[src/rtl/led_display_row_driver_pkg.sv]
// Shared pixel-row types and widths for the LED panel path, plus the
// row driver's state encoding and HUB75 address width.
package led_display_row_driver_pkg;

  localparam int GL_NUM_COL_PIXELS = 32;
  localparam int GL_NUM_ROW_PIXELS = 32;
  localparam int GL_RGB_COL_W      = GL_NUM_COL_PIXELS;

  typedef struct packed {
    logic [GL_RGB_COL_W-1:0] blue;
    logic [GL_RGB_COL_W-1:0] green;
    logic [GL_RGB_COL_W-1:0] red;
  } rgb_half_t;

  // Packed order makes channel i (0 = top.red .. 5 = bot.blue) line up with
  // panel_rgb_out bit i.
  typedef struct packed {
    rgb_half_t bot;
    rgb_half_t top;
  } rgb_row_t;

  localparam int GL_RGB_ROW_W = $bits(rgb_row_t);
  localparam int HUB75_ADDR_W = 4;

  typedef enum logic [2:0] {
    ST_IDLE,
    ST_SHIFT,
    ST_BLANK,
    ST_LATCH,
    ST_DISPLAY
  } row_drv_state_t;

endpackage

[src/rtl/led_display_row_driver_clk_gen.sv]
// Panel shift-clock generator: toggles panel_clk every CLK_DIV system clocks
// while enabled; tick marks the last cycle of each half-period.
module led_panel_clk_gen #(
  parameter int CLK_DIV = 2
) (
  input  logic clk_in,
  input  logic n_reset_in,
  input  logic en,
  output logic tick,
  output logic panel_clk
);

  localparam int CNT_W = (CLK_DIV > 1) ? $clog2(CLK_DIV) : 1;
  localparam logic [CNT_W-1:0] CNT_LOAD = CNT_W'(CLK_DIV - 1);

  logic [CNT_W-1:0] cnt;

  assign tick = en && (cnt == '0);

  always_ff @(posedge clk_in) begin
    if (!n_reset_in || !en) begin
      cnt       <= CNT_LOAD;
      panel_clk <= 1'b0;
    end else if (cnt == '0) begin
      cnt       <= CNT_LOAD;
      panel_clk <= ~panel_clk;
    end else begin
      cnt <= cnt - 1'b1;
    end
  end

endmodule

[src/rtl/led_display_row_driver.sv]
// HUB75 row driver: shifts one top/bottom half-row pair onto the panel, then
// blanks, updates the row address, latches and holds the row on display.
//
//   state      | meaning
//   -----------+------------------------------------------------------------
//   ST_IDLE    | ready for a row; previous row (if any) still displayed
//   ST_SHIFT   | clocking column N-1 .. 0 onto the six colour lines
//   ST_BLANK   | oe_n high; row address updated on first cycle
//   ST_LATCH   | latch pulse, oe_n still high; frame_done on row 15
//   ST_DISPLAY | oe_n low for the minimum on-time
module led_display_row_driver
  import led_display_row_driver_pkg::*;
#(
  parameter int CLK_DIV       = 2,
  parameter int BLANK_CYCLES  = 4,
  parameter int LATCH_CYCLES  = 2,
  parameter int MIN_ON_CYCLES = 64
) (
  input  logic                    clk_in,
  input  logic                    n_reset_in,
  input  logic [GL_RGB_ROW_W-1:0] row_in,
  input  logic                    row_valid_in,
  output logic                    row_ready_out,
  input  logic [HUB75_ADDR_W-1:0] row_address_in,
  output logic [5:0]              panel_rgb_out,
  output logic                    panel_clk_out,
  output logic                    panel_lat_out,
  output logic                    panel_oe_n_out,
  output logic [HUB75_ADDR_W-1:0] panel_addr_out,
  output logic                    frame_done_out
);

  localparam int N       = GL_NUM_COL_PIXELS;
  localparam int BIT_W   = (N > 1) ? $clog2(N) : 1;
  localparam int MAX_BL  = (BLANK_CYCLES > LATCH_CYCLES) ? BLANK_CYCLES : LATCH_CYCLES;
  localparam int TMR_MAX = ((MAX_BL > MIN_ON_CYCLES) ? MAX_BL : MIN_ON_CYCLES) - 1;
  localparam int TMR_W   = (TMR_MAX > 0) ? $clog2(TMR_MAX + 1) : 1;

  localparam logic [TMR_W-1:0] TMR_BLANK = TMR_W'(BLANK_CYCLES - 1);
  localparam logic [TMR_W-1:0] TMR_LATCH = TMR_W'(LATCH_CYCLES - 1);
  localparam logic [TMR_W-1:0] TMR_ON    = TMR_W'(MIN_ON_CYCLES - 1);

  row_drv_state_t          state;
  logic [5:0][N-1:0]       sr;
  logic [BIT_W-1:0]        bit_cnt;
  logic [TMR_W-1:0]        tmr;
  logic [HUB75_ADDR_W-1:0] addr_pend;
  logic                    shown;
  logic                    shift_en;
  logic                    tick;
  logic                    pclk;

  assign shift_en      = (state == ST_SHIFT);
  assign panel_clk_out = pclk;

  led_panel_clk_gen #(
    .CLK_DIV (CLK_DIV)
  ) u_clk_gen (
    .clk_in     (clk_in),
    .n_reset_in (n_reset_in),
    .en         (shift_en),
    .tick       (tick),
    .panel_clk  (pclk)
  );

  always_ff @(posedge clk_in) begin
    if (!n_reset_in) begin
      state          <= ST_IDLE;
      sr             <= '0;
      bit_cnt        <= '0;
      tmr            <= '0;
      addr_pend      <= '0;
      shown          <= 1'b0;
      row_ready_out  <= 1'b0;
      panel_rgb_out  <= '0;
      panel_lat_out  <= 1'b0;
      panel_oe_n_out <= 1'b1;
      panel_addr_out <= '0;
      frame_done_out <= 1'b0;
    end else begin
      frame_done_out <= 1'b0;
      case (state)
        ST_IDLE: begin
          row_ready_out  <= 1'b1;
          panel_oe_n_out <= ~shown;
          if (row_valid_in && row_ready_out) begin
            row_ready_out <= 1'b0;
            sr            <= row_in;
            addr_pend     <= row_address_in;
            bit_cnt       <= BIT_W'(N - 1);
            for (int i = 0; i < 6; i++) panel_rgb_out[i] <= row_in[i*N + N - 1];
            state         <= ST_SHIFT;
          end
        end

        ST_SHIFT: begin
          // Advance only at the end of a high phase, so data moves with the falling edge.
          if (tick && pclk) begin
            if (bit_cnt == '0) begin
              panel_rgb_out  <= '0;
              panel_oe_n_out <= 1'b1;
              tmr            <= TMR_BLANK;
              state          <= ST_BLANK;
            end else begin
              bit_cnt <= bit_cnt - 1'b1;
              for (int i = 0; i < 6; i++) begin
                panel_rgb_out[i] <= sr[i][N-2];
                sr[i]            <= {sr[i][N-2:0], sr[i][N-1]};
              end
            end
          end
        end

        ST_BLANK: begin
          if (tmr == TMR_BLANK) panel_addr_out <= addr_pend;
          if (tmr == '0) begin
            panel_lat_out  <= 1'b1;
            frame_done_out <= (addr_pend == {HUB75_ADDR_W{1'b1}});
            tmr            <= TMR_LATCH;
            state          <= ST_LATCH;
          end else begin
            tmr <= tmr - 1'b1;
          end
        end

        ST_LATCH: begin
          if (tmr == '0) begin
            panel_lat_out  <= 1'b0;
            panel_oe_n_out <= 1'b0;
            shown          <= 1'b1;
            tmr            <= TMR_ON;
            state          <= ST_DISPLAY;
          end else begin
            tmr <= tmr - 1'b1;
          end
        end

        ST_DISPLAY: begin
          if (tmr == '0) begin
            row_ready_out <= 1'b1;
            state         <= ST_IDLE;
          end else begin
            tmr <= tmr - 1'b1;
          end
        end

        default: state <= ST_IDLE;
      endcase
    end
  end

endmodule
[config.mk]
export PLATFORM = sky130hd
export DESIGN_NAME = led_display_row_driver
export DESIGN_NICKNAME = d
export VERILOG_FILES = /design/src/rtl/led_display_row_driver_pkg.sv /design/src/rtl/led_display_row_driver_clk_gen.sv /design/src/rtl/led_display_row_driver.sv
export SDC_FILE = /design/constraint.sdc
export NUM_CORES = 1
export LEC_CHECK = 0
export CORE_AREA = 2 2 136 164
export CTS_BUF_LIST = sky130_fd_sc_hd__clkbuf_8
export DETAILED_ROUTE_END_ITERATION = 16
export DIE_AREA = 0 0 138 166
export PLACE_DENSITY = 0.82
export SYNTH_ARGS = -nofsm -noshare
export SYNTH_HDL_FRONTEND = slang
export SYNTH_HIERARCHICAL = 1
export SYNTH_SLANG_ARGS = --single-unit
export TNS_END_PERCENT = 5
[constraint.sdc]
create_clock -name clk_in -period 3.2 [get_ports clk_in]
set_input_delay 0.8 -clock clk_in [delete_from_list [all_inputs] [get_ports clk_in]]
set_output_delay 0.8 -clock clk_in [all_outputs]
set_load 0.01 [all_outputs]
==> impl_metrics.yaml <==
synth:
  syn_area_um2: 11500
  synth-edff-count: 0
  netlist_instances: 1293
  yosysSeqAreaShare_pct: 39.4
  synth_area_per_cell_um2: 8.92
  yosysWarnings: 6
  synth_most_common_cell: "nand2_1"
  synth_top_area_share_pct: 39.4
  synth_top_area_cell: "dfxtp_1"
  synth_ff_type: "dfxtp_1"
  synth_area_leaders: "dfxtp_1 39%, a311oi_2 16%, nand2_1 13%"
  synth_common_cells: "398 x nand2_1, 227 x dfxtp_1, 120 x a311oi_2, 111 x a21oi_1, 100 x a21oi_2"
  ys_types: 57
  synth_seq_cells: 227
  async_flop_share_pct: 0
  synth_nets: 1496
timing:
  min_period_ns: 2.72
  finalClockSkew_ns: 0.0225
  post-route-period-util_pct: 85.1
  max_freq_mhz: 367
  worst_pin_slew_ns: 0.855
  rsz0062_at_grt: "no"
  hold_viol_final: 0
  drv_slew: 0
  setup_viol: 0
  setup_tns_ns: 0
  relSlewSlack_pct: 43.0
  layout_setup_ws_ns: 0.475
floorplanning:
  die_w_um: 138
  rows: 59
  die_area_um2: 22900
  start_util_pct: 53.9
  io_pins: 214
  die_h_um: 166
  core_area_um2: 21400
grt:
  grt_pass1_wl_um: 49300
  grt_overflow_total: 0
  antenna_found_initial: 0
  grt_max_degree: 194
  grt_pass1_vias: 9982
  grt_usage_pct: 25.0
final_layout:
  antenna_cells: 0
  drive_gt1_share_pct: 21.8
  final_nets: 1636
  syn2layout_area_growth_pct: 25.5
drt:
  finalWirelength_um: 30200
  wl_per_cell_um: 17.4
  antenna_left: 0
  via_count: 10427
  vias_per_cell: 6.01
  drt_pass1_iterations: 5
  drc: 0
  drt_iter0_drc: 690
placement:
  dp_hpwl_um: 18500
  place_congestion: 0.796
  port_buffers: 213
  pre_cts_slack_ns: 0.477
critical_path:
  crit_path_end: "sr[6]$_SDFFE_PN0P_"
  crit_required_ns: 3.61
  cp.arrival_ns: 3.13
  path_class: "reg -> reg"
  r2r_cells: 8
  end_kind: "flop"
  r2r-end: "sr[6]$_SDFFE_PN0P_"
  critical_path.max_fanout: 48
  critPathTopFamily: "simple AND/OR/NAND/NOR gates"
  start_kind: "flop"
  setup.worst_path.start: "state[2]$_SDFFE_PN0P_"
  path_cells: "or3b_4 -> inv_6 -> and2b_2 -> and3_1 -> a21o_4 -> buf_12 -> a21oi_1 -> a311oi_1"
  ff2ff_setup_slack_ns: 0.48
  cp.depth: 8
  reg2reg_from: "state[2]$_SDFFE_PN0P_"
  cpPeakStageDelay_ns: 0.50
  crit_buf_inv: 2
  cp_slowest_cell: "or3b_4"
clocking:
  cts.sinks: 227
  post_cts_resized: 0
  cts_setup_buffers: 0
  path_clk_slew_ns: 0.06
  root_buffer: "clkbuf_8"
  clk_latency_ns: 0.52
  cts_tree: "done"
  cts_buffers: 38
  cts-htree-levels: 2
  hold_buffers: 0
  clock_path_buffers: 3
outcome:
  status: "completed"
run:
  max-cap-violations: 0
power_and_ir_drop:
  p_leak_nw: 5.04
  ir_worst_vdd_v: 0.000394
  power.density_nw_per_um2: 490
hold_path:
  min_path_type: "reg -> reg"
[worst register-to-register path, stage by stage (launching register included)]
cell and delay (ns):
dfxtp_1 0.44, or3b_4 0.50, inv_6 0.08, and2b_2 0.21, and3_1 0.31, a21o_4 0.38
buf_12 0.27, a21oi_1 0.14, a311oi_1 0.29
[final cells by class]
type                    count  area, um^2
inverters                  11        53.8
well taps                 274         343
flip-flops and latches    227        4540
clock buffers              53         729
fillers                  1673        6940
multi-input cells         918        6240
clock inverters            15        60.1
repair buffers            237        2500
[through the flow]
step           hold WS [ns]  utilization, %  instances  instance area [um^2]  power [mW]
5_1_grt               0.442            67.6       1735                 14500        7.42
6_report              0.418            67.6       1735                 14500        7.10
4_1_cts               0.421            67.6       1735                 14500        7.16
3_3_place_gp          0.403            63.9       1667                 13700        4.48
3_5_place_dp          0.407            63.9       1667                 13700        4.52
2_1_floorplan         0.390               -       1293                 11500        4.08
[state kept, by name, summed over array words and instances (netlist names), 3 cells and up]
name / flops
state: 3
tmr: 6
addr_pend: 4
panel_addr_out: 4
panel_rgb_out: 6
bit_cnt: 5
sr: 192
[worst min-delay path by stage]
stage                             start                        to  slack (ns)  cells past startpoint
3_3_place_gp   u_clk_gen/cnt$_SDFF_PP1_  u_clk_gen/cnt$_SDFF_PP1_        0.40                      1
2_1_floorplan  u_clk_gen/cnt$_SDFF_PP1_  u_clk_gen/cnt$_SDFF_PP1_        0.39                      1
5_1_grt        u_clk_gen/cnt$_SDFF_PP1_  u_clk_gen/cnt$_SDFF_PP1_        0.44                      1
4_1_cts        u_clk_gen/cnt$_SDFF_PP1_  u_clk_gen/cnt$_SDFF_PP1_        0.42                      1
3_5_place_dp   u_clk_gen/cnt$_SDFF_PP1_  u_clk_gen/cnt$_SDFF_PP1_        0.41                      1
6_report       u_clk_gen/cnt$_SDFF_PP1_  u_clk_gen/cnt$_SDFF_PP1_        0.42                      1
[cells by family (layout without fill, tap and decap cells)]
group                    Yosys count  count (layout)  share of synthesized area [%]
multiplexers                       8               8                          0.727
buffers and inverters            148             316                           6.68
flip-flops                       227             227                           39.4
adder cells (fa/ha/maj)            4               4                          0.434
XOR/XNOR                           1               1                         0.0760
AND/OR/NAND/NOR                  460             460                           16.4
AO/OA/AOI/OAI                    445             445                           36.2
[power breakdown]
group / total, mW / internal [mW] / switching [mW]
Sequential: 3.17 / 3.04 / 0.131
Clock: 2.63 / 1.46 / 1.16
Combinational: 1.30 / 0.626 / 0.677
[cells in the final DEF, fill, tap and decap left out, drive strengths merged, types with 2 or more instances in the layout]
cell type      instances
a31oi                  4
nand4                  8
nand2                398
a211oi                 3
clkinv                 3
or4                    3
o21a                   2
nand4b                 2
a21o                   5
mux2                   3
a31o                   2
nor4                   6
clkbuf                53
a311oi               187
dfxtp                227
a21oi                212
and3                   3
nor2b                  3
a221o                  3
mux2i                  5
o21ai                 12
o211a                  6
nor2                  12
buf                   24
a311o                  3
inv                   23
ha                     4
clkdlybuf4s50        213
nand3                 14
[routing by layer]
metal,up-vias,wire [um],track usage [%]
li1,4994,-,-
met3,57,1680,4.09
met1,5025,13100,33.9
met5,-,0,0
met4,0,868,9.14
met2,351,14600,40.2
(Power assumes the default switching activity.)
